[config.mk]
export PLATFORM = sky130hd
export DESIGN_NAME = bandgap_startup_ctrl
export DESIGN_NICKNAME = d
export VERILOG_FILES = /design/src/rtl/bandgap_startup_ctrl.sv
export SDC_FILE = /design/constraint.sdc
export NUM_CORES = 1
export LEC_CHECK = 0
export CAP_MARGIN = 20
export CORE_AREA = 3 3 72 74
export CTS_CLUSTER_SIZE = 28
export DETAILED_ROUTE_END_ITERATION = 6
export DIE_AREA = 0 0 75 77
export PLACE_DENSITY_LB_ADDON = 0.15
export SLEW_MARGIN = 20
export SYNTH_ARGS = -nofsm -noshare
export SYNTH_HDL_FRONTEND = slang
export SYNTH_SLANG_ARGS = --single-unit
[constraint.sdc]
create_clock -name clk -period 2.7 [get_ports clk]
set_clock_uncertainty 0.15 [all_clocks]
set_input_delay 0.27 -clock clk [delete_from_list [all_inputs] [get_ports clk]]
set_output_delay 0.27 -clock clk [all_outputs]
set_load 0.03 [all_outputs]
[src/rtl/bandgap_startup_ctrl.sv]
// bandgap_startup_ctrl: sequences bandgap enable, settle/timeout supervision and fault latching.
module bandgap_startup_ctrl #(
    parameter int SETTLE_CYCLES  = 1000,
    parameter int TIMEOUT_CYCLES = 4000,
    parameter int CNT_W          = 16
) (
    input  logic       clk,
    input  logic       resetn,
    input  logic       en_req,
    input  logic       bg_ok,
    input  logic       clr_fault,
    output logic       bg_en,
    output logic       bg_ready,
    output logic       bg_fault,
    output logic [1:0] state
);
    localparam logic [1:0] S_OFF   = 2'd0;
    localparam logic [1:0] S_WAIT  = 2'd1;
    localparam logic [1:0] S_READY = 2'd2;
    localparam logic [1:0] S_FAULT = 2'd3;
    localparam logic [CNT_W-1:0] SETTLE_M1  = CNT_W'(SETTLE_CYCLES - 1);
    localparam logic [CNT_W-1:0] TIMEOUT_M1 = CNT_W'(TIMEOUT_CYCLES - 1);

    logic             ok_m_q, ok_s_q;
    logic [1:0]       state_q, state_d;
    logic [CNT_W-1:0] cnt_q, cnt_d;
    logic             bg_en_q, bg_ready_q, bg_fault_q;

    always_comb begin
        state_d = state_q;
        case (state_q)
            S_OFF:   state_d = en_req ? S_WAIT : S_OFF;
            S_WAIT:  state_d = !en_req                          ? S_OFF   :
                               (cnt_q >= SETTLE_M1 && ok_s_q)   ? S_READY :
                               (cnt_q == TIMEOUT_M1)            ? S_FAULT : S_WAIT;
            S_READY: state_d = !en_req ? S_OFF : (!ok_s_q ? S_FAULT : S_READY);
            default: state_d = clr_fault ? S_OFF : S_FAULT;
        endcase
    end

    // Counter restarts on every WAIT entry so an earlier attempt never carries over.
    assign cnt_d = (state_d == S_WAIT && state_q == S_WAIT)
                 ? ((cnt_q == TIMEOUT_M1) ? cnt_q : cnt_q + 1'b1) : '0;

    always_ff @(posedge clk or negedge resetn) begin
        if (!resetn) begin
            ok_m_q     <= 1'b0;
            ok_s_q     <= 1'b0;
            state_q    <= S_OFF;
            cnt_q      <= '0;
            bg_en_q    <= 1'b0;
            bg_ready_q <= 1'b0;
            bg_fault_q <= 1'b0;
        end else begin
            ok_m_q     <= bg_ok;
            ok_s_q     <= ok_m_q;
            state_q    <= state_d;
            cnt_q      <= cnt_d;
            bg_en_q    <= (state_d == S_WAIT) || (state_d == S_READY);
            bg_ready_q <= (state_d == S_READY);
            bg_fault_q <= (state_d == S_FAULT);
        end
    end

    assign bg_en    = bg_en_q;
    assign bg_ready = bg_ready_q;
    assign bg_fault = bg_fault_q;
    assign state    = state_q;
endmodule

==> results of run 1 <==
## placed cells by master (no fill, tap or decap), types with 2 or more instances in the layout
cell type / n
inv_1: 3
clkdlybuf4s50_1: 9
and4_1: 3
nor3_1: 4
or4_1: 2
nand2_1: 10
dfrtp_1: 23
o21ai_0: 6
nand3_1: 4
or3_1: 2
xnor2_1: 7
buf_4: 2
or3_2: 2
a21oi_1: 8
mux2i_1: 2
nor2_1: 13
clkbuf_8: 3
nor4_1: 5
ha_1: 4
## power groups by stage
| stage | sequential [mW] | clock, mW | combinational, mW |
|---|---|---|---|
| finish | 0.355 | 0.225 | 0.0457 |
| global route | 0.356 | 0.246 | 0.0511 |
| CTS | 0.355 | 0.232 | 0.0473 |
| detailed placement | 0.362 | 0 | 0.0471 |
| global placement | 0.362 | 0 | 0.0465 |
| floorplan | 0.365 | 0 | 0.0158 |
## stage by stage
step	setup slack [ns]	std cells	hold WS, ns
2_1_floorplan	0.337	115	-0.176
3_3_place_gp	0.300	178	0.186
3_5_place_dp	0.314	178	0.193
4_1_cts	0.290	182	0.214
5_1_grt	0.101	182	0.224
6_report	0.326	182	0.203
## worst min-delay path by stage
stage	end	slack, ns
after global placement	ok_s_q	0.19
after floorplan	bg_en	-0.18
after CTS	cnt_q[15]	0.21
final	cnt_q[11]	0.20
after detailed placement	ok_s_q	0.19
after global routing	ok_s_q	0.22
## registers in the layout, summed over array words and instances (netlist names)
register	flops
state	2
cnt_q	16
bg_ready	1
ok_m_q	1
bg_fault	1
bg_en	1
ok_s_q	1
## critical path: stages (launching register included)
cell      delay (ns)
dfrtp_1         0.39
ha_1            0.25
a211oi_1        0.10
o311ai_0        0.46
nand3_1         0.17
a21o_1          0.24
ha_1            0.20
nand2_1         0.10
buf_12          0.15
nor3_1          0.06
## Yosys cell counts (2+ instances only)
cell type / n / share of area (%)
nor3_1: 4 / 1.7
or3_2: 2 / 1.3
nor2_1: 13 / 4.2
nor4_1: 5 / 2.7
o21ai_0: 6 / 2.6
and4_1: 3 / 2.3
xnor2_1: 7 / 5.3
nand2_1: 10 / 3.3
dfrtp_1: 23 / 50
clkbuf_1: 2 / 0.65
mux2i_1: 2 / 1.7
nand3_1: 4 / 1.7
or3_1: 2 / 1.1
inv_1: 3 / 0.98
a21oi_1: 8 / 3.5
or4_1: 2 / 1.3
ha_1: 4 / 4.3
## layout make-up
| type | count | share of cell area [%] |
|---|---|---|
| inverter | 3 | 0.817 |
| sequential | 23 | 41.8 |
| tap | 54 | 4.90 |
| clock buffer | 3 | 3.00 |
| clock inverter | 1 | 0.363 |
| timing repair buffer | 12 | 9.08 |
| multi-input combinational | 86 | 40.1 |
## logic make-up (layout without fill, tap and decap cells)
family	after synthesis	in the layout	synth area share (%)
xor+xnor	8	8	6.09
fa+ha+maj	4	4	4.35
compound gates	20	20	10.3
flops	23	23	50.0
simple gates	52	52	25.4
buf+inv	6	19	2.06
mux	2	2	1.74
## per-layer routing
| layer | global-route usage (%) | up-vias | wire, um |
|---|---|---|---|
| met5 | 0 | - | 0 |
| met4 | 4.80 | 0 | 50 |
| met2 | 12.3 | 12 | 1110 |
| met3 | 1.97 | 4 | 56 |
| li1 | - | 436 | - |
| met1 | 13.8 | 418 | 1160 |
==> impl_results.md, run 1 <==
- Die Span Y: 77 um
- Clock sink count: 23
- Final setup viols: 0
- Run status: complete, no violations
- Clk slew on worst S/H paths: around 0.090 ns
- Combinational power share: between 7 and 8%
- Worst-Margin Slew: about 0.51 ns
- Setup crit end kind: flip-flop
- Layout cells sized above 1: about 8.6%
- DR DRC count: 0
- Final Cycle Share: roughly 88%
- Initial antenna violation count: 0
- RR Startpoint: cnt_q[0]
- Fmax: 421 MHz
- Final Max Slew Viols: 0
- Routed length per placed instance: ~13 um
- Pwr Total: about 630 uW
- CTS tree: done
- Ys async rst share: 100%
- Worst Path Required: 2.72 ns
- Final Instance Area: roughly 1400 um2
- Sw Ratio: 24.3%
- PwrDens: about 450 nW/um2
- H-tree levels: 1
- Slew headroom: about 65%
- CP arrival: between 2 and 2.5 ns
- Seq pwr share: roughly 57%
- Critical path type: reg -> reg
- Top_reg_cell synth: dfrtp_1
- Internal cell power: 474 uW
- Routed Antenna Nets: 0
- Crit start category: flip-flop
- Number of post-CTS setup repair buffers: 0
- # resized after CTS: 0
- Post-synth EDFFs: 0
- CORE AREA: 4660 um2
- Die X: 75 um
- Hold_buf cts: 0
- Starting DRC count in detailed routing: 58
- NetSw: ~150 uW
- Crit path max fanout: 16
- Layout area overhead: 19.7%
- Area of the multi-input gates: approximately 550 um2
- Post-layout util: between 20% and 30%
- Site Rows: 25
- YS warnings: 0
- Tmin final: between 2 and 2.5 ns
- Largest net degree at the start of global routing: 24
- Total gr overflow: 0
- Die area: 5780 um2
- Global-route wire length before repair: between 4000 and 5000 um
- Seq cells post-synth: 23
- Dpl hpwl: about 1600 um
- Vias: 870
- Final hold vios: 0
- Post-DR vias/cell: between 4 and 5
- Synth cell types: 32
- Worst-Skew Late Latency: around 0.27 ns
- Setup TNS Final: 0 ns
- Nets: 138
- Seq/Total Area, Yosys: between 50% and 60%
- RSZ-0062 raised after global routing: no
- Synth Area per Inst: ~10 um2
- CP startpoint: cnt_q[0]
- Leak pwr: between 0.5 and 0.6 nW
- Mapped Nets: approximately 120
- Type of the tightest min-delay check: in -> async
- Post-Synthesis Cell Area: 1150 um2
- Initial core utilization: 24.7%
- Root Buffer: clkbuf_8
- Reg2reg end: cnt_q[2]
- MaxCap Viol Count: 0
- Reg2Reg Depth: 9
- Number of global-route vias before repair: roughly 840
- CTS buffer count: 3
- Pre-antenna DRT Iters: 4
- Clock power frac: 36.0%
- N_diodes: 0
- Critical Path End: cnt_q[2]
- PortBufs: 9
- Max clock buf depth: 2
- Reg2reg setup slack: approximately 0.33 ns
- Fillers: approximately 480
- Storage cell area: ~580 um2
- Worst VDD drop: around 0.16 mV
- RD Place Congestion: about 0.73
- Routed WL: about 2400 um
- Post-DP Area: roughly 1300 um2
- Synthesized instance count: around 120
- Global-route usage over all layers: between 9 and 10%
- I/O pins: 10
Power figures use the tool's default switching activity.
==> inputs of run 2 (changes only) <==
Settings changed: GPL_TIMING_DRIVEN set to 0.
==> impl_results.md, run 2 (synthesis gave the netlist of run 1 again) <==
- Root Buffer: clkbuf_8 (unchanged)
- Critical path type: reg -> reg (unchanged)
- Final Cycle Share: 87.9% (about the same)
- Largest net degree at the start of global routing: 24 (unchanged)
- Global-route wire length before repair: 4180 um (was 4130 um)
- Global-route usage over all layers: 9.31% (was 9.29%)
- Commonest non-fill, non-tap cell in the layout: dfrtp_1 (unchanged)
- Max FFs per register: 16 (unchanged)
- CP cell instances: ha_1 > a211oi_1 > o311ai_1 > nand3_1 > a21o_1 > ha_1 > nand2_2 > clkbuf_4 > a21oi_1 (was ha_1 > a211oi_1 > o311ai_0 > nand3_1 > a21o_1 > ha_1 > nand2_1 > buf_12 > nor3_1)
- Worst-Skew Late Latency: 0.26 ns (was 0.27 ns)
- Type of the tightest min-delay check: reg -> reg (was in -> async)
- Routed Antenna Nets: 0 (unchanged)
- Clk slew on worst S/H paths: 0.08 ns (was 0.09 ns)
- Kind of cell adding the most delay to the critical path: compound AO/OA/AOI/OAI gates (unchanged)
- Starting DRC count in detailed routing: 30 (was 58)
- Final Max Slew Viols: 0 (unchanged)
- Hold slack: 0.203 ns (about the same)
- Worst-Margin Slew: 0.531 ns (was 0.513 ns)
- Total gr overflow: 0 (unchanged)
- Final setup viols: 0 (unchanged)
- Run status: complete, no violations (unchanged)
- Crit path max fanout: 10 (was 16)
- Setup crit end kind: flip-flop (unchanged)
- Tmin final: 2.37 ns (about the same)
- Routed WL: 2380 um (was 2370 um)
- Fillers: 482 (unchanged)
- H-tree levels: 1 (unchanged)
- Initial core utilization: 24.7% (unchanged)
- Nets: 138 (unchanged)
- Layout cells sized above 1: 10.9% (was 8.59%)
- Die area: 5780 um2 (unchanged)
- Worst VDD drop: 0.149 mV (was 0.160 mV)
- MaxCap Viol Count: 0 (unchanged)
- CTS buffer count: 3 (unchanged)
- Setup TNS Final: 0 ns (unchanged)
- Most used cell, CP: ha_1 (unchanged)
- Clock sink count: 23 (unchanged)
- Leak pwr: 0.541 nW (was 0.545 nW)
- PortBufs: 9 (unchanged)
- RSZ-0062 raised after global routing: no (unchanged)
- Routed length per placed instance: 13.1 um (was 13.0 um)
- CORE AREA: 4660 um2 (unchanged)
- Crit start category: flip-flop (unchanged)
- Pwr Total: 612 uW (was 626 uW)
- Max stage delay cell, worst path: dfrtp_1 (was o311ai_0)
- Final worst slack: 0.326 ns (about the same)
- Max clock buf depth: 2 (unchanged)
- Post-DR vias/cell: 4.80 (was 4.78)
- Vias: 873 (was 870)
- PwrDens: 447 nW/um2 (was 454 nW/um2)
- Die X: 75 um (unchanged)
- CTS tree: done (unchanged)
- Dpl hpwl: 1650 um (about the same)
- Number of global-route vias before repair: 890 (was 844)
- Pre-CTS WS: -0.232 ns (was 0.314 ns)
- Post-layout util: 29.4% (was 29.6%)
- CP arrival: 2.37 ns (was 2.39 ns)
- DR DRC count: 0 (unchanged)
- Initial antenna violation count: 0 (unchanged)
- Final hold vios: 0 (unchanged)
- I/O pins: 10 (unchanged)
- Worst Path Required: 2.70 ns (was 2.72 ns)
- Die Span Y: 77 um (unchanged)
- Pre-antenna DRT Iters: 4 (unchanged)
- N_diodes: 0 (unchanged)
- Layout area overhead: 19.0% (was 19.7%)
- Site Rows: 25 (unchanged)
- Most frequent cells in the layout: 23 x dfrtp_1, 13 x nor2_1, 9 x nand2_1 (was 23 x dfrtp_1, 13 x nor2_1, 10 x nand2_1)
- Biggest register: cnt_q (unchanged)
- RD Place Congestion: 0.750 (was 0.727)
- Fmax: 421 MHz (about the same)
- Slowest stage delay, CP: 0.39 ns (was 0.46 ns)
- Slew headroom: 64.6% (was 65.4%)
- Buf/Inv on CP: 1 (unchanged)
==> run 2: worst register-to-register path: cells and delay by family (launching register included) <==
| family | cells | cell delay [ns] |
|---|---|---|
| compound gates | 4 | 0.73 |
| fa+ha+maj | 2 | 0.46 |
| buf+inv | 1 | 0.24 |
| flops | 1 | 0.39 |
| simple gates | 2 | 0.30 |
==> run 2: metrics by stage <==
stage | instance area (um2) | std cells
after floorplan | 1150 | 115
after global placement | 1310 | 178
after detailed placement | 1310 | 178
after CTS | 1350 | 181
after global routing | 1370 | 182
final | 1370 | 182
==> run 2: final cells by class <==
type | instances | area (um2) | share of cell area, %
Tap cell | 54 | 67.6 | 4.93
Inverter | 3 | 11.3 | 0.822
Buffer | 2 | 12.5 | 0.913
Timing Repair Buffer | 10 | 95.1 | 6.94
Clock buffer | 3 | 41.3 | 3.01
Multi-Input combinational cell | 86 | 562 | 41.0
Sequential cell | 23 | 576 | 42.0
Clock inverter | 1 | 5.00 | 0.365
==> run 2: path summary, 6_finish.rpt <==
kind                       cells past startpoint     start  slack (ns)        end
max in group asynchronous                      2    resetn        1.68   cnt_q[5]
hold / removal                                 0    ok_m_q        0.20     ok_s_q
setup reg to reg                               9  cnt_q[0]        0.33   cnt_q[6]
hold reg to reg                                0    ok_m_q        0.20     ok_s_q
setup / recovery                               9  cnt_q[0]        0.33   cnt_q[6]
min in group asynchronous                      2    resetn        0.37  cnt_q[10]
==> run 2: per-layer routing <==
| metal | GRT usage, % | vias up | share of wire [%] |
|---|---|---|---|
| li1 | - | 439 | - |
| met1 | 12.3 | 422 | 48 |
| met2 | 14.2 | 10 | 48 |
| met3 | 1.97 | 2 | 2.1 |
| met4 | 4.27 | 0 | 1.5 |
| met5 | 0 | - | 0 |
==> run 2: repair_timing <==
action / CTS / global route
hold endpoints to repair: 0 / 23
gates resized for setup: 1 / 6
setup endpoints to repair: 10 / 10
setup buffers: 0 / 0
hold buffers: 0 / 1
==> run 2: where the power goes <==
group / internal (mW) / switching (mW) / total [mW] / leakage [nW]
Sequential: 0.350 / 0.00483 / 0.355 / 0.310
Combinational: 0.0171 / 0.0252 / 0.0423 / 0.206
Clock: 0.103 / 0.112 / 0.215 / 0.0255
Total: 0.470 / 0.142 / 0.612 / 0.541
